<file path="src/rtl/spi_pkg.sv">
// Shared definitions for the SPI slave register file: FSM states, synchroniser depth,
// and the position of the read/write flag inside the command word.
package spi_pkg;

    typedef enum logic [1:0] {
        ST_IDLE,
        ST_CMD,
        ST_DATA
    } spi_state_e;

    localparam int SYNC_DEPTH = 2;

    // The R/W flag is always the MSB of the command word.
    function automatic int rw_bit_pos(input int data_w);
        return data_w - 1;
    endfunction

endpackage

</file>
<file path="src/rtl/spi_sync_edge.sv">
// Brings the asynchronous SPI pins into the clk domain and derives SCLK leading/trailing
// pulses and a chip-select falling pulse from one history flop each.
module spi_sync_edge
    import spi_pkg::*;
#(
    parameter bit CPOL = 1'b0
) (
    input  logic clk,
    input  logic rst,
    input  logic spi_sclk,
    input  logic spi_cs_n,
    input  logic spi_mosi,
    output logic lead_pulse,
    output logic trail_pulse,
    output logic cs_n_s,
    output logic cs_fall,
    output logic mosi_s
);

    logic [SYNC_DEPTH-1:0] sclk_ff, cs_ff, mosi_ff;
    logic                  sclk_h, cs_h;

    // cs history clears to 0 so a CS already low at reset release is not taken as a new frame.
    always_ff @(posedge clk) begin
        if (rst) begin
            sclk_ff <= {SYNC_DEPTH{CPOL}};
            sclk_h  <= CPOL;
            cs_ff   <= '0;
            cs_h    <= 1'b0;
            mosi_ff <= '0;
        end else begin
            sclk_ff <= {sclk_ff[SYNC_DEPTH-2:0], spi_sclk};
            cs_ff   <= {cs_ff[SYNC_DEPTH-2:0], spi_cs_n};
            mosi_ff <= {mosi_ff[SYNC_DEPTH-2:0], spi_mosi};
            sclk_h  <= sclk_ff[SYNC_DEPTH-1];
            cs_h    <= cs_ff[SYNC_DEPTH-1];
        end
    end

    assign lead_pulse  = (sclk_h == CPOL) && (sclk_ff[SYNC_DEPTH-1] != CPOL);
    assign trail_pulse = (sclk_h != CPOL) && (sclk_ff[SYNC_DEPTH-1] == CPOL);
    assign cs_n_s      = cs_ff[SYNC_DEPTH-1];
    assign cs_fall     = cs_h && !cs_ff[SYNC_DEPTH-1];
    assign mosi_s      = mosi_ff[SYNC_DEPTH-1];

endmodule

</file>
<file path="src/rtl/spi_slave_regfile.sv">
// Oversampled SPI slave: a command word (R/W + address) followed by a burst of data words
// into or out of a small register file, with optional address auto-increment.
module spi_slave_regfile
    import spi_pkg::*;
#(
    parameter int DATA_W   = 8,
    parameter int ADDR_W   = 3,
    parameter int N_REGS   = 8,
    parameter int CPOL     = 0,
    parameter int CPHA     = 0,
    parameter int AUTO_INC = 1
) (
    input  logic                     clk,
    input  logic                     rst,
    input  logic                     spi_sclk,
    input  logic                     spi_cs_n,
    input  logic                     spi_mosi,
    output logic                     spi_miso,
    output logic                     spi_miso_oe,
    output logic [N_REGS*DATA_W-1:0] reg_q,
    output logic                     wr_strobe,
    output logic [ADDR_W-1:0]        wr_addr,
    output logic                     busy
);

    localparam bit              CPOL_B   = (CPOL != 0);
    localparam bit              CPHA_B   = (CPHA != 0);
    localparam int              RW_POS   = rw_bit_pos(DATA_W);
    localparam int              CNT_W    = (DATA_W > 2) ? $clog2(DATA_W) : 1;
    localparam logic [CNT_W-1:0] LAST_BIT = CNT_W'(DATA_W - 1);
    localparam logic [ADDR_W:0] N_REGS_V = (ADDR_W + 1)'(N_REGS);

    logic lead_pulse, trail_pulse, cs_n_s, cs_fall, mosi_s;

    spi_sync_edge #(.CPOL(CPOL_B)) u_sync (
        .clk         (clk),
        .rst         (rst),
        .spi_sclk    (spi_sclk),
        .spi_cs_n    (spi_cs_n),
        .spi_mosi    (spi_mosi),
        .lead_pulse  (lead_pulse),
        .trail_pulse (trail_pulse),
        .cs_n_s      (cs_n_s),
        .cs_fall     (cs_fall),
        .mosi_s      (mosi_s)
    );

    spi_state_e                       state;
    logic [CNT_W-1:0]                 bit_cnt;
    logic [DATA_W-1:0]                rx_sh, tx_sh;
    logic                             rw;
    logic [ADDR_W-1:0]                addr;
    logic [N_REGS-1:0][DATA_W-1:0]    regs;

    function automatic logic [ADDR_W-1:0] next_addr(input logic [ADDR_W-1:0] a);
        if (AUTO_INC == 0) return a;
        if (({1'b0, a} + (ADDR_W + 1)'(1)) >= N_REGS_V) return '0;
        return a + ADDR_W'(1);
    endfunction

    function automatic logic [DATA_W-1:0] rd_word(input logic [N_REGS-1:0][DATA_W-1:0] rf,
                                                   input logic [ADDR_W-1:0] a);
        logic [DATA_W-1:0] w;
        w = '0;
        for (int i = 0; i < N_REGS; i++)
            if (a == ADDR_W'(i)) w = rf[i];
        return w;
    endfunction

    logic              sample_p, shift_p, word_done, addr_ok;
    logic [DATA_W-1:0] rx_next, ld_word;
    logic [ADDR_W-1:0] ld_addr;

    assign sample_p  = CPHA_B ? trail_pulse : lead_pulse;
    assign shift_p   = CPHA_B ? lead_pulse : trail_pulse;
    assign rx_next   = {rx_sh[DATA_W-2:0], mosi_s};
    assign word_done = sample_p && (bit_cnt == LAST_BIT);
    assign addr_ok   = ({1'b0, addr} < N_REGS_V);
    assign ld_addr   = (state == ST_CMD) ? rx_next[ADDR_W-1:0] : next_addr(addr);
    assign ld_word   = rd_word(regs, ld_addr);
    assign reg_q     = regs;

    always_ff @(posedge clk) begin
        if (rst) begin
            state       <= ST_IDLE;
            bit_cnt     <= '0;
            rx_sh       <= '0;
            tx_sh       <= '0;
            rw          <= 1'b0;
            addr        <= '0;
            regs        <= '0;
            wr_strobe   <= 1'b0;
            wr_addr     <= '0;
            busy        <= 1'b0;
            spi_miso_oe <= 1'b0;
            spi_miso    <= 1'b0;
        end else begin
            wr_strobe <= 1'b0;
            // CS release takes priority over a word completing on the same clk.
            if (state != ST_IDLE && cs_n_s) begin
                state       <= ST_IDLE;
                bit_cnt     <= '0;
                tx_sh       <= '0;
                busy        <= 1'b0;
                spi_miso_oe <= 1'b0;
                spi_miso    <= 1'b0;
            end else begin
                case (state)
                    ST_IDLE: begin
                        if (cs_fall) begin
                            state       <= ST_CMD;
                            bit_cnt     <= '0;
                            busy        <= 1'b1;
                            spi_miso_oe <= 1'b1;
                            spi_miso    <= 1'b0;
                        end
                    end
                    default: begin
                        if (sample_p) begin
                            rx_sh   <= rx_next;
                            bit_cnt <= word_done ? '0 : bit_cnt + CNT_W'(1);
                        end
                        if (word_done) begin
                            if (state == ST_CMD) begin
                                state <= ST_DATA;
                                rw    <= rx_next[RW_POS];
                                addr  <= rx_next[ADDR_W-1:0];
                            end else begin
                                if (!rw && addr_ok) begin
                                    for (int i = 0; i < N_REGS; i++)
                                        if (addr == ADDR_W'(i)) regs[i] <= rx_next;
                                    wr_strobe <= 1'b1;
                                    wr_addr   <= addr;
                                end
                                addr <= next_addr(addr);
                            end
                            // Read snapshot: CPHA=0 drives the MSB right away, CPHA=1 waits for the shift edge.
                            if ((state == ST_CMD) ? rx_next[RW_POS] : rw) begin
                                if (!CPHA_B) begin
                                    spi_miso <= ld_word[DATA_W-1];
                                    tx_sh    <= {ld_word[DATA_W-2:0], 1'b0};
                                end else begin
                                    tx_sh <= ld_word;
                                end
                            end
                        end else if (shift_p && state == ST_DATA && rw &&
                                     (CPHA_B || bit_cnt != '0)) begin
                            // With CPHA=0 the shift edge closing a word is skipped: the next MSB is already out.
                            spi_miso <= tx_sh[DATA_W-1];
                            tx_sh    <= {tx_sh[DATA_W-2:0], 1'b0};
                        end
                    end
                endcase
            end
        end
    end

endmodule
</file>
<file path="config.mk">
export PLATFORM = sky130hd
export DESIGN_NAME = spi_slave_regfile
export DESIGN_NICKNAME = d
export VERILOG_FILES = /design/src/rtl/spi_pkg.sv /design/src/rtl/spi_sync_edge.sv /design/src/rtl/spi_slave_regfile.sv
export SDC_FILE = /design/constraint.sdc
export NUM_CORES = 1
export LEC_CHECK = 0
export ABC_AREA = 1
export CELL_PAD_IN_SITES_DETAIL_PLACEMENT = 2
export CELL_PAD_IN_SITES_GLOBAL_PLACEMENT = 2
export CORE_UTILIZATION = 33
export DETAILED_ROUTE_END_ITERATION = 12
export PLACE_DENSITY = 0.83
export REMOVE_ABC_BUFFERS = 1
export SYNTH_ARGS = -nofsm -noshare
export SYNTH_HDL_FRONTEND = slang
export SYNTH_HIERARCHICAL = 1
export SYNTH_SLANG_ARGS = --single-unit
</file>
<file path="constraint.sdc">
create_clock -name clk -period 3.8 [get_ports clk]
set_input_delay 0.57 -clock clk [delete_from_list [all_inputs] [get_ports clk]]
set_output_delay 0.57 -clock clk [all_outputs]
set_load 0.05 [all_outputs]
</file>
# Yosys cells after proc, flatten, opt, wreduce, memory -nomap -nowiden
# Index checks and enable logic that the tools add are counted.
# word_totals
reg_bits,102
word_cells,128
# classes
add_sub_neg,3
n_lt_le_gt_ge,1
n_eq_ne,20
mux,37
bitwise,7
n_reduce_logical,37
# op_table
cell,count
8-bit 2-to-1 mux,11
6-bit AND reduction,8
"3-bit == test, second input constant",9
3-bit 2-to-1 mux,9
3-bit AND reduction,5
1-bit 2-to-1 mux,13
"3-bit by 2-bit == test with 1-bit output, second input constant",4
2-bit nonzero test,5
1-bit logical AND,8
2-bit 2-to-1 mux,4
1-bit inverter,7
"3-bit by 1-bit adder with 3-bit output, second input constant",2
"3-bit by 1-bit == test with 1-bit output, second input constant",2
3-bit zero test,2
3-bit nonzero test,2
5-bit AND reduction,1
5-bit OR reduction,1
"3-bit by 1-bit adder with 4-bit output, second input constant",1
"4-bit greater-or-equal comparator, second input constant",1
2-bit AND reduction,2
"3-bit by 1-bit != test with 1-bit output, second input constant",1
"2-bit by 1-bit == test with 1-bit output, second input constant",1
"2-bit == test, second input constant",1
2-bit zero test,1
other kinds (4),4

# Longest topological paths before layout
# Gate-level depths: netlist (run 1).
# logic_depth
depth_word,17
mapped_depth,14
depth_no_buf,14

# Modules after synthesis
# The synthesis (run 1) kept the hierarchy.
# by_module_without_submodules
mod,instances,cells_each,area_per_inst_um2
spi_slave_regfile,1,593,4391.7
spi_sync_edge,1,30,250.2

# Worst setup path after synthesis (run 1)
# Ideal clock, no wire load.
# synth_path
path_type,register -> register
startpoint,register addr[2]
endpoint,register tx_sh[1]
arrival_time_ps,1804
slack_ps,1925
path_stages_with_launch,14
path_buffers,0
synth_period_minus_slack_ps,1875
path_cell_list,dfxtp_1 > inv_2 > ha_1 > inv_1 > nand2_2 > nor2_4 > nor2_8 > inv_6 > nand2_1 > inv_1 > nand2_1 > nand4_1 > nand2_1 > a21oi_1
# synth_via
elab_chain_cells,16
# synth_rtl
element,line,text
from (decl),spi_slave_regfile.sv:52,logic [ADDR_W-1:0] addr;
from (signal assigned),spi_slave_regfile.sv:127,addr <= rx_next[ADDR_W-1:0];
from (signal assigned),spi_slave_regfile.sv:135,addr <= next_addr(addr);
3-bit by 1-bit adder with 4-bit output,spi_slave_regfile.sv:57,"if (({1'b0, a} + (ADDR_W + 1)'(1)) >= N_REGS_V) return '0;"
4-bit greater-or-equal comparator,spi_slave_regfile.sv:57,
1-bit 2-to-1 mux,spi_slave_regfile.sv:57,
3-bit 2-to-1 mux *,spi_slave_regfile.sv:58,return a + ADDR_W'(1);
3-bit 2-to-1 mux *,spi_slave_regfile.sv:79,assign ld_addr = (state == ST_CMD) ? rx_next[ADDR_W-1:0] : next_addr(addr);
3-bit zero test,spi_slave_regfile.sv:66,if (a == ADDR_W'(i)) w = rf[i];
8-bit 2-to-1 mux (7 in a row),spi_slave_regfile.sv:66,
8-bit 2-to-1 mux *,spi_slave_regfile.sv:66,
8-bit 2-to-1 mux *,spi_slave_regfile.sv:138,if ((state == ST_CMD) ? rx_next[RW_POS] : rw) begin
8-bit 2-to-1 mux *,spi_slave_regfile.sv:123,if (word_done) begin
to (signal assigned),spi_slave_regfile.sv:141,"tx_sh <= {ld_word[DATA_W-2:0], 1'b0};"
to (signal assigned),spi_slave_regfile.sv:143,tx_sh <= ld_word;
to (signal assigned),spi_slave_regfile.sv:150,"tx_sh <= {tx_sh[DATA_W-2:0], 1'b0};"
to (decl),spi_slave_regfile.sv:50,"logic [DATA_W-1:0] rx_sh, tx_sh;"
# Every way passes the cells marked *; elsewhere a longest branch is shown, timed or not. The select of a mux whose other input is x is not followed.
# A chain may end at the register's enable or synchronous reset.

# Worst setup path after layout (run 1)
# layout_path
startpoint,register state[0]
endpoint,"register regs, in the netlist reg_q[13]"
# layout_via
elab_chain_cells,4
# layout_rtl
element,line,text
from (decl),spi_slave_regfile.sv:48,spi_state_e state;
from (signal assigned),spi_slave_regfile.sv:85,state <= ST_IDLE;
from (signal assigned),spi_slave_regfile.sv:101,state <= ST_IDLE;
from (signal assigned),spi_slave_regfile.sv:111,state <= ST_CMD;
2-bit nonzero test,spi_slave_regfile.sv:100,if (state != ST_IDLE && cs_n_s) begin
1-bit logical AND,spi_slave_regfile.sv:100,
1-bit inverter (no line),n/a,
6-bit AND reduction (no line) *,n/a,
"to (signal, indexed assignment)",spi_slave_regfile.sv:131,if (addr == ADDR_W'(i)) regs[i] <= rx_next;
to (decl),spi_slave_regfile.sv:53,logic [N_REGS-1:0][DATA_W-1:0] regs;
# Every way passes the cells marked *; elsewhere a longest branch is shown, timed or not.

==> results of run 1 <==
==> routing by layer <==
| layer | up-vias | share of wire (%) | track usage, % |
|---|---|---|---|
| met2 | 87 | 52 | 45.5 |
| li1 | 2138 | - | - |
| met5 | - | 0 | 0 |
| met3 | 19 | 3.1 | 4.15 |
| met1 | 2265 | 43 | 30.1 |
| met4 | 0 | 1.7 | 7.48 |
==> logic make-up after synthesis <==
group	synth area share [%]
and+or+nand+nor	28.0
AOI/OAI and AO/OA	16.9
DFF	43.6
buffers and inverters	9.11
adders and majority gates	2.43
==> through the flow <==
stage | hold WS, ps | power, mW
after floorplan | 388 | 1.12
after global placement | 390 | 1.14
after detailed placement | 408 | 1.15
after CTS | 417 | 2.12
after global routing | 433 | 2.15
final | 411 | 2.10
==> tightest hold or removal path: cells and delay by family (launching register included) <==
| family | cells | cell delay, ps |
|---|---|---|
| AND/OR/NAND/NOR | 1 | 30 |
| flip-flops | 1 | 300 |
| buffers and inverters | 1 | 40 |
==> cells in the mapped netlist (4+ instances only) <==
cell      number  area [sq um]
nand2_1      126           473
dfxtp_1      101          2020
a21oi_1       94           470
nand3_1       66           330
inv_1         59           221
nor2_1        44           165
o21ai_0       35           175
clkbuf_1      20          75.1
ha_1           9           113
a211oi_2       8           100
inv_2          8          30.0
nand4_1        8          50.1
nor2_4         8          90.1
buf_4          6          45.0
buf_2          4          20.0
nand2_2        4          25.0
nand2_4        4          45.0
nor2_2         4          25.0
nor2_8         4          80.1
==> final cells by class <==
class / count / area share [%]
timing repair buffer: 76 / 13.1
multi-input combinational: 422 / 38.1
clock buffer: 10 / 4.15
inverter: 68 / 4.52
tap: 176 / 3.82
sequential: 101 / 35.1
clock inverter: 6 / 1.22
==> report_power, final <==
part,switching (mW),internal [mW],leakage (nW)
registers,0.00712,1.06,0.815
clock network,0.441,0.532,0.141
logic,0.0397,0.0129,1.21
==> registers in the layout (all words and copies together) (netlist names) <==
name            cells
reg_q              64
rx_sh               7
tx_sh               7
addr                3
bit_cnt             3
wr_addr             3
state               2
u_sync/cs_ff        2
u_sync/mosi_ff      2
u_sync/sclk_ff      2
busy                1
rw                  1
spi_miso            1
u_sync/cs_h         1
u_sync/sclk_h       1
wr_strobe           1
==> worst min-delay path by stage <==
stage / cells past startpoint / slack, ps / from / end
floorplan: 2 / 390 / u_sync/cs_ff[0] / u_sync/cs_ff[1]
detailed placement: 2 / 410 / u_sync/mosi_ff[0] / u_sync/mosi_ff[1]
global route: 2 / 430 / u_sync/cs_ff[0] / u_sync/cs_ff[1]
finish: 2 / 410 / u_sync/mosi_ff[0] / u_sync/mosi_ff[1]
global placement: 2 / 390 / u_sync/sclk_ff[0] / u_sync/sclk_ff[1]
CTS: 2 / 420 / u_sync/mosi_ff[0] / u_sync/mosi_ff[1]
==> cells in the final DEF (no fill, tap or decap) <==
cell type          n
inv_2              8
a2111oi_2          1
bufinv_16          1
nand2_4            4
inv_6              2
dfxtp_1          101
nand2_1          126
nand3b_1           1
o21ai_1            3
buf_4              1
nor2_4             8
o21ai_0           35
nor2_1            44
buf_2              1
clkbuf_16          9
nand2_2            4
nor2_8             4
nor3_1             2
ha_1               9
nand4_1            8
nor2_2             4
clkdlybuf4s50_1   74
inv_1             59
clkinvlp_4         3
o21bai_1           1
clkinv_4           1
a21oi_1           94
clkbuf_8           1
a211oi_2           8
nand3_1           66
==> flow_summary.json, run 1 <==
{
  "status": "complete, no violations",
  "crit_required_ps": 4010,
  "cts_setup_buffers": 0,
  "routed_wl_microns": 17300,
  "cp_max_fo": 28,
  "vias_per_cell": 5.25,
  "antenna_found_initial": 0,
  "min_period_ps": 2730,
  "routabilityCongestion": 0.837,
  "fin_nets": 692,
  "synth.avg_cell_area_sq_um": 7.45,
  "synth_edf_count": 0,
  "synth-async-reset-ratio_pct": 0,
  "drtAntennaViolNets": 0,
  "syn_area_sq_um": 4640,
  "worstReg2RegEnd": "reg_q[13]",
  "cellLeakagePower_nw": 2.17,
  "yosys_warnings": 6,
  "cp-end-kind": "flop",
  "startpoint_type": "flop",
  "grt_first_pass_wirelength_microns": 27600,
  "setup_tns_ps": 0,
  "path_delay_family": "simple AND/OR/NAND/NOR gates",
  "yosysSeqAreaShare_pct": 43.6,
  "cp_cell_sequence": "nor2_4 -> inv_2 -> nand2_2 -> nor2_4 -> inv_2 -> nor2_8 -> nand2_4 -> nor2_8 -> nand2_1 -> nand2_1 -> a21oi_1",
  "n_fill_cell": 1539,
  "die_y_microns": 121,
  "io_buffers": 75,
  "grt_setup_unrepaired": "no",
  "r2r_slack_ps": 1070,
  "fin_cells": 859,
  "final.period_utilization_pct": 71.9,
  "ys.flop_type": "dfxtp_1",
  "ys_types": 26,
  "syn_inst": 623,
  "area_growth_pct": 24.1,
  "routedWlPerCell_microns": 20.1,
  "cap_violations": 0,
  "drc_errors": 0,
  "cts_buffer_depth": 2,
  "max_freq_mhz": 366,
  "placed_cells": 843,
  "die_x_microns": 121,
  "arrival_ps": 2940,
  "clk_latency_ps": 360,
  "overflow": 0,
  "dr_total_vias": 4509,
  "tightest_slew_ps": 856,
  "rr_startpoint": "state[0]",
  "drive_gt1_share_pct": 8.78,
  "cts_tree": "done",
  "irDropWorstVdd_mv": 0.275,
  "die_area_sq_um": 14500,
  "cp_slowest_cell": "dfxtp_1",
  "crit_type": "reg2reg",
  "ctsHoldBuffers": 0,
  "grt_pass1_vias": 4996,
  "cts_root_buffer": "clkbuf_16",
  "dpl-instance-area_sq_um": 5450,
  "cts_sinks": 101,
  "post-route-cell-area_sq_um": 5760,
  "grt_util_all_layers_pct": 25.1,
  "ff2ff_path_depth": 11,
  "start_util_pct": 34.4,
  "timing.final.ws_setup_ps": 1070,
  "finalSetupViolations": 0,
  "max-slew-margin-rel_pct": 42.9,
  "cts_made_buffers": 9,
  "powerDensity_nw_per_um2": 364,
  "finalClockSkew_ps": 13.9,
  "grt_start_max_net_pins": 66,
  "critical_path.max_stage_delay_ps": 600,
  "crit_start": "state[0]",
  "ctsResizeCount": 0,
  "io_pins": 76,
  "drt_iter0_drc": 161,
  "rows": 42,
  "drv_slew": 0,
  "dr.pass1.iters": 4,
  "hold_path.class": "reg2reg",
  "cts_max_level": 3,
  "hold_viol": 0,
  "endpoint": "reg_q[13]",
  "cp_num_buf_inv": 2,
  "yosys_register_bits": 101,
  "clk_pin_slew_worst_paths_ps": 70,
  "hpwl_microns": 12500,
  "n_antenna_cell": 0,
  "placeableCoreArea_sq_um": 13500,
  "seqCellArea_sq_um": 2020,
  "cp.depth": 11,
  "final_util_pct": 42.7,
  "multi_input_comb_area_sq_um": 2200,
  "place_ws_ps": 1130
}
Note: power is estimated with default switching activity, not from simulation.
==> run 2: changes to the inputs <==
CORE_UTILIZATION = 27   (was 33)
PLACE_DENSITY = 0.72   (was 0.83)
clock period = 2.4 ns   (was 3.8 ns; I/O delays follow)
==> flow_summary.json, run 2 (same netlist as run 1, synthesis figures left out) <==
{
  "hpwl_microns": 13000,
  "drtAntennaViolNets": 0,
  "setup_tns_ps": 0,
  "cp-end-kind": "flop",
  "drive_gt1_share_pct": 11.6,
  "routedWlPerCell_microns": 18.8,
  "switching_share_pct": 23.2,
  "comb_power_share_pct": 2.9,
  "seqPwrFrac_pct": 52.5,
  "p_clk_share_pct": 44.6,
  "routed_wl_microns": 17300,
  "clk_latency_ps": 360,
  "die_x_microns": 133,
  "rows": 47,
  "startpoint_type": "flop",
  "dr_total_vias": 4545,
  "irDropWorstVdd_mv": 0.333,
  "tightest_slew_ps": 793,
  "vias_per_cell": 4.93,
  "die_area_sq_um": 17700,
  "grt_util_all_layers_pct": 20.5,
  "min_period_ps": 2150,
  "arrival_ps": 2440,
  "drc_errors": 0,
  "max_freq_mhz": 464,
  "max-slew-margin-rel_pct": 47.1,
  "crit_required_ps": 2680,
  "grt_start_max_net_pins": 66,
  "powerDensity_nw_per_um2": 542,
  "n_antenna_cell": 0,
  "grt_setup_unrepaired": "no",
  "overflow": 0,
  "cellLeakagePower_nw": 2.25,
  "routabilityCongestion": 0.816,
  "drv_slew": 0,
  "cts_tree": "done",
  "p_int_mw": 2.47,
  "crit_type": "reg2reg",
  "hold_viol": 0,
  "cp_max_fo": 7,
  "seqCellArea_sq_um": 2020,
  "clk_pin_slew_worst_paths_ps": 70,
  "largest_reg_flops": 64,
  "cts_max_level": 3,
  "whs_ps": 408,
  "timing.final.ws_setup_ps": 245,
  "start_util_pct": 27.8,
  "r2r_slack_ps": 250,
  "cap_violations": 0,
  "ctsHoldBuffers": 0,
  "cts_root_buffer": "clkbuf_16",
  "dr.pass1.iters": 4,
  "final_util_pct": 35.6,
  "place_ws_ps": 217,
  "finalSetupViolations": 0,
  "grt_first_pass_wirelength_microns": 27600,
  "antenna_found_initial": 0,
  "layout_common_cells": "nand2_1 (125), dfxtp_1 (100), a21oi_1 (94)",
  "dpl-instance-area_sq_um": 5640,
  "drt_iter0_drc": 183,
  "switchingPower_mw": 0.745,
  "fin_nets": 710,
  "hold_path.class": "reg2reg",
  "cts_made_buffers": 9,
  "io_pins": 76,
  "io_buffers": 75,
  "cts_sinks": 101,
  "final_common_cell": "nand2_1",
  "placeableCoreArea_sq_um": 16700,
  "cts_buffer_depth": 2,
  "status": "complete, no violations",
  "area_growth_pct": 27.9,
  "finalClockSkew_ps": 10.5,
  "post-route-cell-area_sq_um": 5940,
  "final.period_utilization_pct": 89.8,
  "die_y_microns": 133,
  "multi_input_comb_area_sq_um": 2200,
  "n_fill_cell": 1973,
  "grt_pass1_vias": 4924
}
## run 2: repair_timing
action / CTS / global route
setup endpoints to repair: 0 / 9
setup buffers: 0 / 0
resized for setup: 0 / 4
## run 2: area by class of cell
cell class	instances	area share [%]
Multi-Input combinational cell	422	37.1
Tap cell	220	4.64
Clock inverter	4	0.548
Timing Repair Buffer	94	15.0
Inverter	68	4.38
Clock buffer	12	4.32
Sequential cell	101	34.1
## run 2: worst max-delay path: stages, from the launching register on
cell and delay, ps:
dfxtp_1 430, inv_1 140, ha_1 340, inv_1 60
nand2_1 50, nand2_1 130, nand2_1 140, nor2_4 260
nand2_1 100, nand3_1 150, nor2_1 60, nand4_1 70
nand2_1 50, a21oi_1 120
## run 2: worst paths after layout
check,cells after the start,from,endpoint
max reg2reg,13,addr[0],tx_sh[1]
min reg2reg,2,u_sync/mosi_ff[0],u_sync/mosi_ff[1]
max,13,addr[0],tx_sh[1]
min,2,u_sync/mosi_ff[0],u_sync/mosi_ff[1]
## run 2: metal layers
layer  GRT usage, %  up-vias  part of all wire, %
li1               -     2180                    -
met1           25.1     2257                   44
met4           6.31        0                  2.0
met3           3.73       21                  3.0
met5              0        -                    0
met2           36.3       87                   51
## run 2: power groups by stage
stage	Clock, mW	Sequential [mW]	Combinational (mW)
2_1_floorplan	0	1.73	0.0351
3_3_place_gp	0	1.73	0.0905
3_5_place_dp	0	1.73	0.0943
4_1_cts	1.49	1.69	0.0941
5_1_grt	1.55	1.69	0.102
6_report	1.43	1.69	0.0931
## run 2: metrics by stage
stage	cells	power, mW
floorplan	591	1.77
global placement	905	1.82
detailed placement	905	1.82
CTS	921	3.27
global route	921	3.34
finish	921	3.22
==> run 3: changes to the inputs <==
PLACE_DENSITY = 0.79   (was 0.72)
==> flow_summary.json, run 3 (same netlist as run 1, synthesis figures left out) <==
{
  "status": "complete, no violations",
  "clk_latency_ps": 360,
  "cts_tree": "done",
  "cp_num_buf_inv": 3,
  "drc_errors": 0,
  "arrival_ps": 2440,
  "clk_pin_slew_worst_paths_ps": 70,
  "cts_root_buffer": "clkbuf_16",
  "powerDensity_nw_per_um2": 540,
  "placeableCoreArea_sq_um": 16700,
  "cap_violations": 0,
  "cts_buffer_depth": 2,
  "routedWlPerCell_microns": 19.1,
  "fin_nets": 711,
  "final.period_utilization_pct": 93.0,
  "grt_first_pass_wirelength_microns": 28200,
  "grt_util_all_layers_pct": 20.8,
  "area_growth_pct": 28.6,
  "cts_made_buffers": 9,
  "tightest_slew_ps": 824,
  "multi_input_comb_area_sq_um": 2220,
  "antenna_found_initial": 0,
  "comb_power_share_pct": 2.9,
  "grt_pass1_vias": 5137,
  "overflow": 0,
  "final_common_cell": "nand2_1",
  "critical_path.max_stage_delay_ps": 510,
  "cp_common_cell": "nand2_1",
  "layout_common_cells": "nand2_1 (125), dfxtp_1 (99), a21oi_1 (93)",
  "p_int_mw": 2.44,
  "drt_iter0_drc": 202,
  "startpoint_type": "flop",
  "finalSetupViolations": 0,
  "placed_cells": 903,
  "grt_setup_unrepaired": "no",
  "cp_max_fo": 7,
  "n_fill_cell": 1960,
  "seqPwrFrac_pct": 52.4,
  "cts_sinks": 101,
  "vias_per_cell": 4.99,
  "setup_tns_ps": 0,
  "routabilityCongestion": 0.823,
  "p_clk_share_pct": 44.7,
  "die_y_microns": 133,
  "io_pins": 76,
  "max-slew-margin-rel_pct": 45.1,
  "ctsHoldBuffers": 0,
  "rows": 47,
  "routed_wl_microns": 17700,
  "io_buffers": 75,
  "irDropWorstVdd_mv": 0.326,
  "cellLeakagePower_nw": 2.23,
  "drtAntennaViolNets": 0,
  "start_util_pct": 27.8,
  "drive_gt1_share_pct": 12.3,
  "crit_required_ps": 2610,
  "switching_share_pct": 24.2,
  "cts_max_level": 3,
  "cp-end-kind": "flop",
  "largest_reg_flops": 64,
  "switchingPower_mw": 0.779,
  "die_x_microns": 133,
  "min_period_ps": 2230,
  "hpwl_microns": 13100,
  "seqCellArea_sq_um": 2020,
  "path_delay_family": "simple AND/OR/NAND/NOR gates",
  "cp_cell_sequence": "inv_2 -> ha_1 -> inv_1 -> nand2_2 -> nor2_4 -> nor2_8 -> inv_6 -> nand2_1 -> nor2_1 -> o21bai_1 -> nand4_1 -> nand2_1 -> a21oi_1",
  "hold_viol": 0,
  "crit_type": "reg2reg",
  "drv_slew": 0,
  "dr_total_vias": 4600,
  "n_antenna_cell": 0,
  "die_area_sq_um": 17700,
  "hold_path.class": "reg2reg",
  "max_freq_mhz": 448,
  "dr.pass1.iters": 4,
  "finalClockSkew_ps": 5.08,
  "grt_start_max_net_pins": 66,
  "fin_cells": 922,
  "cp_slowest_cell": "dfxtp_1"
}
## run 3: path summary, 6_finish.rpt
check                  startpoint         endpoint  slack, ps  cells past startpoint
hold reg to reg   u_sync/cs_ff[0]  u_sync/cs_ff[1]        410                      2
setup reg to reg          addr[2]         spi_miso        170                     13
setup / recovery          addr[2]         spi_miso        170                     13
hold / removal    u_sync/cs_ff[0]  u_sync/cs_ff[1]        410                      2
## run 3: power groups by stage
stage               clock [mW]  sequential [mW]  combinational (mW)
global route              1.54             1.69               0.101
finish                    1.44             1.69              0.0924
detailed placement           0             1.73              0.0914
global placement             0             1.73              0.0871
floorplan                    0             1.73              0.0351
CTS                       1.49             1.69              0.0919
## run 3: layout make-up
class | instances | share of cell area (%)
Clock buffer | 10 | 4.00
Clock inverter | 6 | 0.776
Inverter | 68 | 4.42
Multi-Input combinational cell | 422 | 37.3
Sequential cell | 101 | 33.9
Tap cell | 220 | 4.61
Timing Repair Buffer | 95 | 15.0
## run 3: per-stage QoR
stage | total power [mW] | utilization, % | setup slack, ps | area, sq um | hold slack (ps)
2_1_floorplan | 1.77 | - | 496 | 4480 | 388
3_3_place_gp | 1.82 | 33.7 | 234 | 5630 | 390
3_5_place_dp | 1.82 | 33.7 | 163 | 5630 | 400
4_1_cts | 3.27 | 35.4 | 115 | 5910 | 412
5_1_grt | 3.34 | 35.7 | 30.0 | 5970 | 441
6_report | 3.22 | 35.7 | 167 | 5970 | 406
## run 3: metal layers
| metal | vias up | share of wire (%) | GRT usage (%) |
|---|---|---|---|
| li1 | 2188 | - | - |
| met1 | 2297 | 43 | 25.2 |
| met2 | 88 | 51 | 36.6 |
| met3 | 27 | 3.6 | 3.81 |
| met4 | 0 | 2.5 | 7.58 |
| met5 | - | 0 | 0 |
## run 3: worst min-delay path: stages (launching register included)
cell	delay, ps
dfxtp_1	300
inv_1	40
nor2_1	30
## run 3: what timing repair did
action,in CTS,in global routing
gates resized for setup,0,10
setup buffers,0,3
setup endpoints to repair,0,9
